[config.mk]
export PLATFORM = sky130hd
export DESIGN_NAME = pipeline_hazard_ctrl
export DESIGN_NICKNAME = d
export VERILOG_FILES = /design/src/rtl/pipeline_hazard_ctrl.sv
export SDC_FILE = /design/constraint.sdc
export NUM_CORES = 1
export LEC_CHECK = 0
export CELL_PAD_IN_SITES_DETAIL_PLACEMENT = 1
export CELL_PAD_IN_SITES_GLOBAL_PLACEMENT = 1
export CORE_AREA = 2 2 112 114
export DETAILED_ROUTE_END_ITERATION = 10
export DIE_AREA = 0 0 114 116
export GPL_TIMING_DRIVEN = 0
export PLACE_DENSITY_LB_ADDON = 0.1
export SLEW_MARGIN = 20
export SYNTH_ARGS = -nofsm -noshare
export SYNTH_HDL_FRONTEND = slang
export SYNTH_SLANG_ARGS = --single-unit
[constraint.sdc]
create_clock -name clk -period 1.75 [get_ports clk]
set_input_delay 0.2625 -clock clk [delete_from_list [all_inputs] [get_ports clk]]
set_output_delay 0.2625 -clock clk [all_outputs]
set_load 0.005 [all_outputs]
[src/rtl/pipeline_hazard_ctrl.sv]
// Pipeline sequencing controller for the 5-stage RV64 core.
// Turns load-use hazards, taken branches and the data-memory handshake
// into per-stage load enables, flushes and a MEM/WB bubble, tracks how
// long the pipeline has been waiting on data memory, and counts stall
// and flush events.
//
// state     | meaning
// ----------+------------------------------------------------------------
// RUN       | normal issue; hazards resolved by stall or flush
// MEM_WAIT  | data memory has not answered yet; wait_q counts freeze cycles
// ERROR     | memory timed out; pipeline frozen until reset
module pipeline_hazard_ctrl #(
  parameter int unsigned MEM_TIMEOUT = 16,
  parameter int unsigned CNT_W       = 32
) (
  input  logic             clk,
  input  logic             reset,
  input  logic             idex_MemRead,
  input  logic [4:0]       idex_rd,
  input  logic [4:0]       ifid_rs1,
  input  logic [4:0]       ifid_rs2,
  input  logic             exmem_branch_taken,
  input  logic             exmem_mem_req,
  input  logic             dmem_ready,
  output logic             pc_write,
  output logic             pc_sel_branch,
  output logic             ifid_write,
  output logic             ifid_flush,
  output logic             idex_write,
  output logic             idex_flush,
  output logic             exmem_write,
  output logic             exmem_flush,
  output logic             memwb_bubble,
  output logic             mem_error,
  output logic [CNT_W-1:0] stall_cnt,
  output logic [CNT_W-1:0] flush_cnt
);

  typedef enum logic [1:0] {
    ST_RUN      = 2'd0,
    ST_MEM_WAIT = 2'd1,
    ST_ERROR    = 2'd2
  } state_t;

  // The wait counter is 8 bits, so the timeout limit is truncated to match.
  localparam logic [7:0] TIMEOUT_LIM = 8'(MEM_TIMEOUT);

  state_t           state_q;
  state_t           state_d;
  logic [7:0]       wait_q;
  logic [7:0]       wait_d;
  logic             mem_error_q;
  logic [CNT_W-1:0] stall_cnt_q;
  logic [CNT_W-1:0] flush_cnt_q;

  logic             load_use;
  logic             mem_pending;
  logic             stall_evt;
  logic             flush_evt;
  logic             err_set;

  // Hazard detection: load in EX whose destination is read by the ID instruction.
  always_comb begin
    load_use    = idex_MemRead && (idex_rd != 5'd0) &&
                  ((idex_rd == ifid_rs1) || (idex_rd == ifid_rs2));
    mem_pending = exmem_mem_req && !dmem_ready;
  end

  // Next-state, wait-counter and control-output decode, priority ERROR > freeze > branch > load-use.
  always_comb begin
    pc_write      = 1'b1;
    pc_sel_branch = 1'b0;
    ifid_write    = 1'b1;
    ifid_flush    = 1'b0;
    idex_write    = 1'b1;
    idex_flush    = 1'b0;
    exmem_write   = 1'b1;
    exmem_flush   = 1'b0;
    memwb_bubble  = 1'b0;
    state_d       = state_q;
    wait_d        = wait_q;
    stall_evt     = 1'b0;
    flush_evt     = 1'b0;
    err_set       = 1'b0;

    if (reset) begin
      // Hold everything and drain every stage to a NOP while in reset.
      pc_write     = 1'b0;
      ifid_write   = 1'b0;
      idex_write   = 1'b0;
      exmem_write  = 1'b0;
      ifid_flush   = 1'b1;
      idex_flush   = 1'b1;
      exmem_flush  = 1'b1;
      memwb_bubble = 1'b1;
      state_d      = ST_RUN;
      wait_d       = 8'd0;
    end else begin
      case (state_q)
        ST_ERROR: begin
          pc_write     = 1'b0;
          ifid_write   = 1'b0;
          idex_write   = 1'b0;
          exmem_write  = 1'b0;
          memwb_bubble = 1'b1;
          stall_evt    = 1'b1;
        end

        default: begin
          if (mem_pending) begin
            // Freeze: nothing advances and MEM/WB must not retire the
            // stalled access twice. Branches and load-use wait their turn.
            pc_write     = 1'b0;
            ifid_write   = 1'b0;
            idex_write   = 1'b0;
            exmem_write  = 1'b0;
            memwb_bubble = 1'b1;
            stall_evt    = 1'b1;
            if (state_q == ST_RUN) begin
              state_d = ST_MEM_WAIT;
              wait_d  = 8'd1;
            end else if (wait_q == TIMEOUT_LIM) begin
              state_d = ST_ERROR;
              err_set = 1'b1;
            end else begin
              wait_d = wait_q + 8'd1;
            end
          end else begin
            state_d = ST_RUN;
            wait_d  = 8'd0;
            if (exmem_branch_taken) begin
              // Taken branch squashes the three younger instructions;
              // a coincident load-use stall is moot since ID is flushed.
              pc_sel_branch = 1'b1;
              ifid_flush    = 1'b1;
              idex_flush    = 1'b1;
              exmem_flush   = 1'b1;
              flush_evt     = 1'b1;
            end else if (load_use) begin
              // One bubble into EX; the flushed ID/EX drops MemRead, so
              // the hazard clears by itself next cycle.
              pc_write   = 1'b0;
              ifid_write = 1'b0;
              idex_flush = 1'b1;
              stall_evt  = 1'b1;
            end
          end
        end
      endcase
    end
  end

  // State, wait counter, sticky error and performance counters.
  always_ff @(posedge clk) begin
    if (reset) begin
      state_q     <= ST_RUN;
      wait_q      <= 8'd0;
      mem_error_q <= 1'b0;
      stall_cnt_q <= '0;
      flush_cnt_q <= '0;
    end else begin
      state_q <= state_d;
      wait_q  <= wait_d;
      if (err_set) begin
        mem_error_q <= 1'b1;
      end
      if (stall_evt) begin
        stall_cnt_q <= stall_cnt_q + CNT_W'(1);
      end
      if (flush_evt) begin
        flush_cnt_q <= flush_cnt_q + CNT_W'(1);
      end
    end
  end

  // Registered status outputs.
  always_comb begin
    mem_error = mem_error_q;
    stall_cnt = stall_cnt_q;
    flush_cnt = flush_cnt_q;
  end

endmodule

==> summary.txt, run 1 <==
GRT
  – Number of antenna violations at the first check in global routing: 0
  – Wire length of the first global-routing pass: 21.98 mm
  – Number of global-route vias before repair: ~4300
  – Total global routing overflow: 0
  – Pin count of the biggest net entering global routing: 14
  – Global router's overall resource usage: 21.11%

Detailed routing
  – Via/cell ratio: 5.435
  – # DRC: 0
  – Wirelength per Cell: about 20 um
  – Antenna Violating Nets Remaining: 0
  – Overall routed net length: roughly 16 mm
  – Number of DRC violations after detailed-routing iteration 0: 134
  – Vias after detailed routing: ~4300
  – Pre-Repair DR Iteration Count: 4

Worst setup path
  – Worst flop-to-flop path startpoint: stall_cnt[1]
  – Crit path DAT: 2190 ps
  – Crit path required time: 2030 ps
  – Library cell contributing the largest single delay on the critical path: sky130_fd_sc_hd__or3_4
  – Max FO, Critical Path: 6
  – WS Path Type: flip-flop to flip-flop
  – Cell family with most CP delay: simple AND/OR/NAND/NOR gates
  – Reg2Reg Setup Slack: -150 ps
  – Worst reg2reg path endpoint: stall_cnt[29]
  – Max stage delay on crit path: approximately 420 ps
  – Critical path buffers and inverters: 1
  – CP Capture Type: flip-flop
  – Reg2reg path depth: 7
  – Startpoint kind of the worst setup timing path: flip-flop
  – Cells traversed along the worst timing path: buf_4 -> nand3_1 -> nor2_1 -> and2_4 -> nand4_1 -> or3_4 -> a21oi_2

Outcome
  – Violations in the final reports: negative setup slack
  – Run status: finished with violations

Die
  – Placement row count: 40
  – Die span in y: 116 um
  – DIE WIDTH: 114 um
  – Num ports: 95
  – DIE AREA: 13220 um2
  – Initial core utilization: 32.75%
  – Core footprint: 11910 um2

Clocking
  – # hold bufs at CTS: 0
  – Clock latency on the worst-skew pair: between 300 and 400 ps
  – Clock tree from TritonCTS: yes
  – Maximum clock insertion buffer count: 2
  – CTS Root Cell: sky130_fd_sc_hd__clkbuf_16
  – Level count of the clock H-tree: 3
  – Total number of clock tree sinks: 75
  – Clock-pin slew reported for the worst setup and hold paths after clock tree synthesis: 60 ps
  – Clock buffers created by TritonCTS: 9

STA
  – Unrepaired setup endpoints after global routing: yes
  – Pins Over Slew Limit: 0
  – Final setup margin: -154.7 ps
  – Hold Violations, Final: 0
  – Fin crit period: 1905 ps
  – Slew HR: around 57%
  – Share of the cycle needed by the critical path after routing: 108.8%
  – Transition time at the pin with the least slew margin: 642.4 ps
  – Number of endpoints failing setup at the final stage: 32
  – Fmax: 525.0 MHz
  – Worst Clk Skew: 8.053 ps

Flow run
  – Max-cap viol count: 0

Power
  – Total Power Consumption: about 4.1 mW
  – Static power due to leakage: 2.676 nW
  – Maximum vdd drop: 640.9 uV
  – Pwr per Cell Area: 588.7 nW/um2

Placed design
  – Final HPWL from detailed placement: 8.658 mm
  – Final RePlAce weighted congestion: 0.7466
  – # port buffers: 94
  – Minimum setup slack after placement: -1017 ps
  – Placed cells: 701

Worst hold path
  – Hold endpoint: wait_q[0]
  – Type of the tightest min-delay check: input pin to flip-flop
  – Worst Hold Launch: dmem_ready
  – Worst hold stages: 4

Synth
  – Async set-or-reset flop fraction in the synthesized netlist: 0%
  – EDFF count, synth: 0
  – Count of warnings emitted by yosys: 0
  – Count of mapped cells out of synthesis: 460
  – FF+latch count, synth: 75
  – Main flop type after synthesis: sky130_fd_sc_hd__dfxtp_1
  – Synthesized netlist net count: 485
  – Number of distinct library cell variants in the gate-level netlist after synthesis: 51
  – Sequential element share of the synthesized area: roughly two fifths
  – Post-synthesis instance area: 3901 um2
  – Mean post-synth cell area: roughly 8.5 um2

Finish
  – Post-synthesis to final-layout area growth: 79.57%
  – Number of nets in the layout: 673
  – ANT cells: 0
  – Final Instance Count excl. Fillers: 800
  – Post-route core utilization: 58.81%
  – Share of post-route cells with drive strength above 1: 45.79%
-- final cells by class --
cell class,instances,area [um2]
multi-input cells,345,2944
clock inverters,6,65.06
inverters,15,61.31
well taps,147,183.9
fillers,1318,4906
clock buffers,10,239.0
plain buffers,24,221.5
repair buffers,178,1678
flip-flops and latches,75,1613
-- kinds of logic (layout without fill, tap and decap cells) --
kind of cell    count (synthesis)  in the layout  share of synthesized area (%)
xor+xnor                       45             45                          10.10
flops                          75             75                          38.49
simple gates                  211            212                          31.08
fa+ha+maj                       4              4                          1.283
buf+inv                        41            233                          5.003
compound gates                 82             82                          13.50
mux                             2              2                         0.5452
-- Yosys cell counts (2+ instances only) --
| cell | number | area share (%) |
|---|---|---|
| sky130_fd_sc_hd__a21oi_1 | 33 | 4.2 |
| sky130_fd_sc_hd__a31oi_1 | 3 | 0.48 |
| sky130_fd_sc_hd__and2_1 | 2 | 0.32 |
| sky130_fd_sc_hd__and3_1 | 6 | 0.96 |
| sky130_fd_sc_hd__and4_1 | 3 | 0.67 |
| sky130_fd_sc_hd__buf_2 | 5 | 0.64 |
| sky130_fd_sc_hd__buf_4 | 5 | 0.96 |
| sky130_fd_sc_hd__buf_6 | 2 | 0.58 |
| sky130_fd_sc_hd__clkbuf_1 | 12 | 1.2 |
| sky130_fd_sc_hd__dfxtp_1 | 75 | 38 |
| sky130_fd_sc_hd__ha_1 | 4 | 1.3 |
| sky130_fd_sc_hd__inv_1 | 14 | 1.3 |
| sky130_fd_sc_hd__nand2_1 | 27 | 2.6 |
| sky130_fd_sc_hd__nand2b_1 | 3 | 0.48 |
| sky130_fd_sc_hd__nand3_1 | 33 | 4.2 |
| sky130_fd_sc_hd__nand4_1 | 18 | 2.9 |
| sky130_fd_sc_hd__nand4_2 | 5 | 1.6 |
| sky130_fd_sc_hd__nor2_1 | 57 | 5.5 |
| sky130_fd_sc_hd__nor2b_1 | 4 | 0.64 |
| sky130_fd_sc_hd__nor3_1 | 7 | 0.90 |
| sky130_fd_sc_hd__nor4_1 | 2 | 0.32 |
| sky130_fd_sc_hd__nor4_2 | 8 | 2.6 |
| sky130_fd_sc_hd__nor4_4 | 2 | 1.1 |
| sky130_fd_sc_hd__o21ai_0 | 20 | 2.6 |
| sky130_fd_sc_hd__o311ai_0 | 3 | 0.67 |
| sky130_fd_sc_hd__o31ai_1 | 10 | 1.9 |
| sky130_fd_sc_hd__o41ai_1 | 4 | 0.90 |
| sky130_fd_sc_hd__or3_1 | 17 | 2.7 |
| sky130_fd_sc_hd__or4_1 | 11 | 2.1 |
| sky130_fd_sc_hd__xnor2_1 | 34 | 7.6 |
| sky130_fd_sc_hd__xor2_1 | 11 | 2.5 |
-- timing repair --
item	4_1_cts	5_1_grt
buffers inserted	48	32
cloned	2	3
pin swaps	56	65
setup endpoints to repair	74	67
resized for setup	196	161
-- per-stage QoR --
stage          area (um2)  hold slack [ps]  TNS (ps)
2_1_floorplan        3906            460.4    -15.87
3_3_place_gp         5031            454.3    -44970
3_5_place_dp         5031            483.3    -46450
4_1_cts              6162            470.1     -1099
5_1_grt              7005            504.5     -6011
6_report             7005            472.0     -2800
-- cell usage in the layout (no fill, tap or decap), drive strengths merged, types with 3 or more instances in the layout --
cell type,instances
dlygate4sd2,8
nand2,27
buf,107
o311ai,3
and4,3
nor2,57
nand2b,4
nor4,12
clkdlybuf4s50,64
xor2,11
o31ai,10
ha,4
nand4,24
xnor2,34
or4,11
and3,6
a31oi,4
a21oi,34
o21ai,21
nand3,33
or3,17
clkinvlp,4
dfxtp,75
clkbuf,29
inv,15
o41ai,4
nor3,7
nor2b,5
-- worst register-to-register path, cell delays in order, from the launching register on --
cell	delay [ps]
sky130_fd_sc_hd__dfxtp_4	360
sky130_fd_sc_hd__buf_4	140
sky130_fd_sc_hd__nand3_1	110
sky130_fd_sc_hd__nor2_1	300
sky130_fd_sc_hd__and2_4	250
sky130_fd_sc_hd__nand4_1	140
sky130_fd_sc_hd__or3_4	420
sky130_fd_sc_hd__a21oi_2	120
-- report_power, final --
group	switching, mW	internal (mW)	leakage (nW)	total (mW)
sequential	0.0152	1.68	0.632	1.70
clock	0.797	1.14	0.137	1.94
combinational	0.243	0.244	1.91	0.487
-- registers in the layout, indices dropped and copies added, names as in the netlist --
register	cells
flush_cnt	32
stall_cnt	32
state_q	2
wait_q	8
mem_error	1
-- routing by layer --
layer	track usage, %	wire length, um	vias up
met5	0	0	-
met4	7.805	586	0
met3	5.073	591	54
met2	37.42	8569	108
met1	24.82	6303	2139
li1	-	-	2047
-- how the worst max path moves through the flow --
stage	from	to	slack, ps	depth (start not counted)
6_report	stall_cnt[1]	stall_cnt[29]	-150	7
5_1_grt	stall_cnt[15]	stall_cnt[22]	-260	7
4_1_cts	state_q[0]	stall_cnt[20]	-120	7
3_5_place_dp	reset	pc_sel_branch	-1020	6
3_3_place_gp	reset	pc_sel_branch	-1070	6
2_1_floorplan	idex_rd[1]	stall_cnt[2]	-20	6
No activity file was read; power rests on OpenSTA's default activity.
==> inputs of run 2 (changes only) <==
Settings changed: SKIP_CTS_REPAIR_TIMING from default to 1.
==> run 2 against run 1 <==
The run still ends with negative setup slack left. Clock power hardly changed. Largest cell class unchanged. Critical endpoint unchanged. Final cell count is 2.6% lower. Sequential cell count stayed put. Largest power group unchanged.
==> summary.txt, run 2 (synthesized netlist as in run 1, its figures left out) <==
STA
  – Fmax: 513.8 MHz
  – Pins Over Slew Limit: 0
  – Transition time at the pin with the least slew margin: 648.3 ps
  – Final setup margin: -196.1 ps
  – Hold Violations, Final: 0
  – Sum of negative setup slack: -3728 ps
  – Number of endpoints failing setup at the final stage: 42
  – Share of the cycle needed by the critical path after routing: 111.2%
  – Slew HR: roughly 57%
  – Unrepaired setup endpoints after global routing: yes
  – Worst hold slack: 378.4 ps
  – Fin crit period: between 1500 and 2000 ps
  – Worst Clk Skew: roughly 7.4 ps

Worst setup path
  – Max stage delay on crit path: 390 ps
  – Cell family with most CP delay: simple AND/OR/NAND/NOR gates
  – Worst flop-to-flop path startpoint: stall_cnt[3]
  – Critical path buffers and inverters: 2
  – Reg2Reg Setup Slack: -200 ps
  – Crit path required time: 1960 ps
  – Crit path launch: stall_cnt[3]
  – Crit path DAT: 2160 ps
  – CP Capture Type: flip-flop
  – WS Path Type: flip-flop to flip-flop
  – Cells traversed along the worst timing path: nand4_4 -> nor4_4 -> and2_4 -> buf_6 -> nand4_1 -> buf_4 -> o21ai_0 -> a21oi_2
  – Max FO, Critical Path: 6
  – Library cell contributing the largest single delay on the critical path: sky130_fd_sc_hd__dfxtp_4
  – Worst reg2reg path endpoint: stall_cnt[29]
  – Reg2reg path depth: 8
  – Startpoint kind of the worst setup timing path: flip-flop

Power
  – Net Sw Frac: 25.07%
  – Maximum vdd drop: around 630 uV
  – Pwr per Cell Area: between 600 and 700 nW/um2
  – Static power due to leakage: ~2.6 nW
  – Switching pwr: 1.021 mW
  – Int Pwr: 3.051 mW
  – Sequential group share of total power: 42.0%
  – Relative contribution of combinational cells to total power: 10.9%
  – Total Power Consumption: 4.072 mW
  – Clk pwr share: 47.2%

Detailed routing
  – Pre-Repair DR Iteration Count: 4
  – Via/cell ratio: ~5.3
  – # DRC: 0
  – Vias after detailed routing: 4150
  – Overall routed net length: 14.59 mm
  – Wirelength per Cell: 18.73 um
  – Antenna Violating Nets Remaining: 0
  – Number of DRC violations after detailed-routing iteration 0: 146

Finish
  – Reg area: 1597 um2
  – Leading cell types in the layout, fill and taps excluded: sky130_fd_sc_hd__clkdlybuf4s50_1 (66), sky130_fd_sc_hd__nor2_1 (52), sky130_fd_sc_hd__buf_4 (47)
  – Post-synthesis to final-layout area growth: 72.74%
  – Number of nets in the layout: 652
  – ANT cells: 0
  – Share of post-route cells with drive strength above 1: between 30 and 40%
  – Multi-input combinational cell area: 2823 um2
  – Most common cell after layout, fill and taps aside: sky130_fd_sc_hd__clkdlybuf4s50_1
  – Number of fillers in the final layout: roughly 1300
  – Final Instance Count excl. Fillers: approximately 800

Outcome
  – Violations in the final reports: negative setup slack
  – Run status: finished with violations

Placed design
  – Final HPWL from detailed placement: 8.658 mm
  – Final RePlAce weighted congestion: 0.7466
  – Placed cells: 701
  – # port buffers: between 90 and 100

Die
  – Num ports: 95
  – Initial core utilization: 32.75%
  – Core footprint: 11910 um2
  – DIE AREA: ~13000 um2
  – Placement row count: 40
  – DIE WIDTH: 114 um
  – Die span in y: 116 um

GRT
  – Total global routing overflow: 0
  – Wire length of the first global-routing pass: roughly 19 mm
  – Number of antenna violations at the first check in global routing: 0
  – Number of global-route vias before repair: 3833
  – Global router's overall resource usage: 18.52%
  – Pin count of the biggest net entering global routing: 14

Worst hold path
  – Worst hold stages: 4
  – Hold endpoint: wait_q[0]
  – Worst Hold Launch: dmem_ready
  – Type of the tightest min-delay check: input pin to flip-flop

Clocking
  – CTS Root Cell: sky130_fd_sc_hd__clkbuf_16
  – Clock-pin slew reported for the worst setup and hold paths after clock tree synthesis: 60 ps
  – Total number of clock tree sinks: 75
  – Clock tree from TritonCTS: yes
  – Maximum clock insertion buffer count: 2
  – Clock latency on the worst-skew pair: 350 ps
  – Clock buffers created by TritonCTS: 9
  – Level count of the clock H-tree: 3

Flow run
  – Max-cap viol count: 0
[run 2: changes by cell type in the layout (fill, tap and decap cells not counted), sizes merged]
cell	change
dlygate4sd2	-8
a31oi	+1
nand4	-1
dlymetal6s2s	+19
clkdlybuf4s50	+2
clkdlybuf4s15	-2
clkbuf	-8
buf	-24
[run 2: metrics by stage]
step	utilization [%]	instance area (um2)	worst slack, ps
floorplan	-	3906	-15.87
detailed placement	42.24	5031	-1017
global route	56.58	6739	-325.9
finish	56.58	6739	-196.1
global placement	42.24	5031	-1065
CTS	44.79	5335	-1049
[run 2: layer usage]
layer,GRT usage [%],wire (um),vias up
li1,-,-,2001
met1,21.93,6257,2065
met2,32.82,7749,70
met3,5.021,427,14
met4,5.610,152,0
met5,0,0,-
[run 2: worst register-to-register path: stages, from the launching register on]
cell	delay, ps
sky130_fd_sc_hd__dfxtp_4	390
sky130_fd_sc_hd__nand4_4	150
sky130_fd_sc_hd__nor4_4	370
sky130_fd_sc_hd__and2_4	190
sky130_fd_sc_hd__buf_6	110
sky130_fd_sc_hd__nand4_1	120
sky130_fd_sc_hd__buf_4	170
sky130_fd_sc_hd__o21ai_0	230
sky130_fd_sc_hd__a21oi_2	90
[run 2: worst max path at each step]
stage	end	slack, ps	depth (start not counted)
3_5_place_dp	pc_sel_branch	-1020	6
4_1_cts	pc_sel_branch	-1050	6
6_report	stall_cnt[29]	-200	8
2_1_floorplan	stall_cnt[2]	-20	6
5_1_grt	stall_cnt[20]	-330	7
3_3_place_gp	pc_sel_branch	-1070	6
[run 2: final cells by class]
class,count,share of cell area (%)
repair buffers,156,23.06
clock inverters,6,0.9655
multi-input cells,345,41.89
plain buffers,25,3.249
inverters,15,0.8726
flip-flops and latches,75,23.69
well taps,147,2.729
clock buffers,10,3.546
[run 2: power by group through the flow]
stage	clock network [mW]	registers, mW	logic (mW)
2_1_floorplan	0	1.77	0.144
3_3_place_gp	0	1.77	0.289
3_5_place_dp	0	1.77	0.294
4_1_cts	1.97	1.73	0.296
5_1_grt	2.05	1.71	0.473
6_report	1.92	1.71	0.442
